File: src/rtl/reg_write_arbiter.sv
// reg_write_arbiter: arbitrates N requesters loading a shared W-bit holding
// register through a registered grant/acknowledge handshake, plus a clear path.
// Optional feature macro: REGARB_RR_EN (round-robin arbitration). Without it,
// the arbiter uses fixed priority and the lowest index wins.
module reg_write_arbiter #(
  parameter int unsigned N = 4,
  parameter int unsigned W = 8
) (
  input  logic           clk,
  input  logic           r,
  input  logic [N-1:0]   req,
  input  logic [N*W-1:0] wdata,
  input  logic           clr,
  output logic [N-1:0]   gnt,
  output logic [N-1:0]   ack,
  output logic [W-1:0]   q,
  output logic           busy
);

  localparam int unsigned IW = (N > 1) ? $clog2(N) : 1;
  localparam logic [N-1:0] One = {{(N-1){1'b0}}, 1'b1};

  localparam logic [1:0] StIdle  = 2'd0;
  localparam logic [1:0] StGrant = 2'd1;
  localparam logic [1:0] StAck   = 2'd2;
  localparam logic [1:0] StClear = 2'd3;

  logic [1:0]    state_q, state_d;
  logic [IW-1:0] win_q, win_d;
  logic [W-1:0]  q_q, q_d;
  logic [N-1:0]  gnt_q, gnt_d;
  logic [N-1:0]  ack_q, ack_d;
  logic [IW-1:0] sel;
  logic          sel_vld;
  logic [W-1:0]  wslice [N];

  // Unpack the flat data bus into per-requester slices.
  for (genvar i = 0; i < N; i++) begin : g_slice
    assign wslice[i] = wdata[i*W +: W];
  end

`ifdef REGARB_RR_EN
  logic [IW-1:0] p_q, p_d;

  // Round-robin pick: first active request scanning p, p+1, ... with wrap.
  always_comb begin
    int unsigned   idx;
    logic [IW-1:0] cand;
    sel     = '0;
    sel_vld = 1'b0;
    idx     = 0;
    cand    = '0;
    for (int unsigned k = 0; k < N; k++) begin
      idx = k + {{(32-IW){1'b0}}, p_q};
      if (idx >= N) idx = idx - N;
      cand = IW'(idx);
      if (!sel_vld && req[cand]) begin
        sel     = cand;
        sel_vld = 1'b1;
      end
    end
  end
`else
  // Fixed priority pick: lowest active index wins.
  always_comb begin
    logic [IW-1:0] cand;
    sel     = '0;
    sel_vld = 1'b0;
    cand    = '0;
    for (int unsigned k = 0; k < N; k++) begin
      cand = IW'(k);
      if (!sel_vld && req[cand]) begin
        sel     = cand;
        sel_vld = 1'b1;
      end
    end
  end
`endif

  // Next-state logic for the handshake sequencer; gnt/ack are one-cycle pulses.
  always_comb begin
    state_d = state_q;
    win_d   = win_q;
    q_d     = q_q;
    gnt_d   = '0;
    ack_d   = '0;
`ifdef REGARB_RR_EN
    p_d     = p_q;
`endif
    case (state_q)
      StIdle: begin
        if (clr) begin
          state_d = StClear;
        end else if (sel_vld) begin
          state_d = StGrant;
          win_d   = sel;
          gnt_d   = One << sel;
        end
      end
      StGrant: begin
        // Commit regardless of whether the requester dropped req meanwhile.
        q_d     = wslice[win_q];
        ack_d   = One << win_q;
        state_d = StAck;
      end
      StAck: begin
        state_d = StIdle;
`ifdef REGARB_RR_EN
        p_d     = (win_q == IW'(N - 1)) ? '0 : win_q + 1'b1;
`endif
      end
      StClear: begin
        q_d     = '0;
        state_d = StIdle;
      end
      default: state_d = StIdle;
    endcase
  end

  // State registers; reset aborts any transaction in flight.
  always_ff @(posedge clk) begin
    if (r) begin
      state_q <= StIdle;
      win_q   <= '0;
      q_q     <= '0;
      gnt_q   <= '0;
      ack_q   <= '0;
`ifdef REGARB_RR_EN
      p_q     <= '0;
`endif
    end else begin
      state_q <= state_d;
      win_q   <= win_d;
      q_q     <= q_d;
      gnt_q   <= gnt_d;
      ack_q   <= ack_d;
`ifdef REGARB_RR_EN
      p_q     <= p_d;
`endif
    end
  end

  assign gnt  = gnt_q;
  assign ack  = ack_q;
  assign q    = q_q;
  assign busy = (state_q != StIdle);

endmodule

File: config.mk
export PLATFORM = sky130hd
export DESIGN_NAME = reg_write_arbiter
export DESIGN_NICKNAME = d
export VERILOG_FILES = /design/src/rtl/reg_write_arbiter.sv
export SDC_FILE = /design/constraint.sdc
export NUM_CORES = 1
export LEC_CHECK = 0
export CORE_MARGIN = 4
export CORE_UTILIZATION = 35
export CTS_BUF_LIST = sky130_fd_sc_hd__clkbuf_4 sky130_fd_sc_hd__clkbuf_8 sky130_fd_sc_hd__clkbuf_16
export CTS_CLUSTER_DIAMETER = 60
export DETAILED_ROUTE_END_ITERATION = 8
export MAX_ROUTING_LAYER = met4
export PLACE_DENSITY = 0.79
export SLEW_MARGIN = 20
export SYNTH_ARGS = -nofsm -noshare
export SYNTH_HDL_FRONTEND = slang
export SYNTH_SLANG_ARGS = --single-unit
File: constraint.sdc
create_clock -name clk -period 1.79 [get_ports clk]
set_clock_uncertainty 0.05 [all_clocks]
set_input_delay 0.537 -clock clk [delete_from_list [all_inputs] [get_ports clk]]
set_output_delay 0.537 -clock clk [all_outputs]
set_load 0.02 [all_outputs]
==> results.toml <==
[run_status]
status = "complete, no violations"

[place]
portBuffers = 55
post-dp-hpwl_mm = 2.07
gp_congestion = 0.795

[clocking]
cts_tree = "built"
numCtsBuffers = 3
path_clk_slew_ps = 100
cts_hold_buf = 0
clockBufferDepth = 2
clock_latency_ps = 300
h-tree-depth = 1
cts_sinks = 20
cts_root_buf = "clkbuf_4"
post-cts-setup-buffers = 0

[synth]
syn_area_per_cell_um2 = 10.2
synth_cells = 87
synth.most_common_cell = "dfxtp_1"
synthArstFlopShare = 0
synthesis.nets = 126
synth.area.top_cells = "dfxtp_1 (45%), mux2i_1 (18%), a21o_1 (6.8%), o22ai_1 (5.6%), nor2_1 (3.8%)"
synth_area_um2 = 886
yosysTopAreaCell = "dfxtp_1"
ys_types = 22
yosysSeqAreaShare = 0.452
yosys_warnings = 0
synth_top_area_share = 0.452
synth-main-ff-cell = "dfxtp_1"
ys_seq_elements = 20
synth_edf_count = 0
synth_common_cells = "dfxtp_1 (20), mux2i_1 (16), nor2_1 (9), a21o_1 (8), o22ai_1 (8)"

[detailed_routing]
drt-initial-drc-count = 15
antenna_left = 0
drt_drc_violations_left = 0
firstDrtPassIters = 4
vias = 892
wl_per_cell_um = 13.5
via_per_inst = 4.93
finalWirelength_mm = 2.45

[sta]
finalCritPeriodShare = 0.952
setup-tns-final_ps = 0
fin_crit_ps = 1700
rsz0062_at_grt = "false"
worst_pin_slew_ps = 552
slew_violations = 0
max_freq_ghz = 0.587
hold_viol = 0
hold-worst-slack_ps = 409
setup_viol = 0
slew_headroom = 0.631

[die]
rows = 17
initial_utilization = 0.382
die_x_um = 58.3
die_y_um = 58.3
core-area_um2 = 2320
ioPinCount = 56
dieArea_um2 = 3400

[worst_setup_path]
crit_fanout = 2
crit_type = "in2reg"
cp_slowest_cell = "or4_4"
slowest_delay_ps = 540
required_ps = 1980
crit_path_start_kind = "input port"
cp_num_buf_inv = 1
path_cells = "clkdlybuf4s50_1, or4_4, a211o_2, nand2_1"
worstPathArrival_ps = 1890
cpLargestDelayFamily = "simple AND/OR/NAND/NOR gates"
end_kind = "flop"

[layout]
final_layout_size_suffix_gt1_frac = 0.137
fill_cells = 204
area_growth_syn_to_layout_pct = 75.1
diodes = 0
final_util = 0.669
nets = 193

[global_route]
grt_overflow = 0
grt_usage = 0.156
grt_pass1_wl_mm = 3.99
antenna_found_initial = 0
first_global_vias = 929
grt_max_degree = 20

[pwr]
powerDensity_nw_per_um2 = 715
peakVddDrop_mv = 0.948
p_leak_uw = 0.000741
fin_total_pwr_uw = 1110

[min_path]
holdCritPathClass = "reg2reg"

[job]
drv_cap = 0
## per-stage QoR
step	cells	area [um^2]	setup slack, ps
finish	181	1550	86.6
global route	181	1550	60.6
CTS	181	1560	20.4
detailed placement	177	1520	-227
global placement	177	1520	-194
floorplan	87	886	184
## worst register-to-register path, delay by kind of cell, from the launching register on
| kind | cells | cell delay [ps] |
|---|---|---|
| AO/OA/AOI/OAI | 2 | 320 |
| buffers and inverters | 1 | 140 |
| flip-flops | 1 | 330 |
| AND/OR/NAND/NOR | 1 | 590 |
## power breakdown
| part | internal (uW) | total, uW | switching (uW) |
|---|---|---|---|
| sequential | 470 | 480 | 10.5 |
| combinational | 160 | 270 | 111 |
| clock | 226 | 359 | 133 |
## cells in the final DEF, fill, tap and decap left out
master and count:
clkdlybuf4s50_1 38, dfxtp_1 20, mux2i_1 16, dlygate4sd2_1 16, buf_4 12, nor2_1 9, o22ai_1 8, a21o_1 8
nor3_1 5, clkbuf_4 3, and3_1 2, inv_1 2, or2_2 1, nand4bb_1 1, or4b_4 1, o21ai_0 1
a211oi_1 1, nor2b_1 1, and3b_1 1, and2_1 1, or4_4 1, a211o_2 1, o2111ai_1 1, nand2_1 1
bufinv_16 1, buf_2 1
## state kept, by name, summed over array words and instances (netlist names)
register	count
q	8
ack	4
gnt	4
state_q	2
win_q	2
## layout make-up
cell class,count,area [um^2],share of cell area
clock inverter,1,30.0,0.0194
tap,28,35.0,0.0226
timing repair buffer,67,616,0.397
inverter,2,7.51,0.00484
multi-input combinational,60,440,0.284
sequential,20,400,0.258
clock buffer,3,22.5,0.0145
## cell families after synthesis
kind of cell,after synthesis,synth area share
AO/OA/AOI/OAI,20,0.160
AND/OR/NAND/NOR,24,0.157
multiplexers,16,0.181
buffers and inverters,7,0.0508
flip-flops,20,0.452
## metal layers
metal  track usage  vias to the layer above  part of all wire
li1              -                      454                 -
met1         0.156                      414              0.36
met2         0.301                       22              0.58
met3        0.0417                        2             0.052
met4        0.0298                        0            0.0069
met5             -                        -                 0
## repair_timing
action                                  4_1_cts  5_1_grt
endpoints found under the setup margin       17        1
pin swaps                                     0        0
resized for setup                            19        1
## worst paths after layout
path	startpoint	endpoint	slack (ps)	cells after the start
max reg2reg	state_q[1]	q[2]	310	4
min reg2reg	q[6]	q[6]	410	1
max	req[0]	win_q[0]	90	4
min	q[6]	q[6]	410	1
Power figures use the tool's default switching activity.
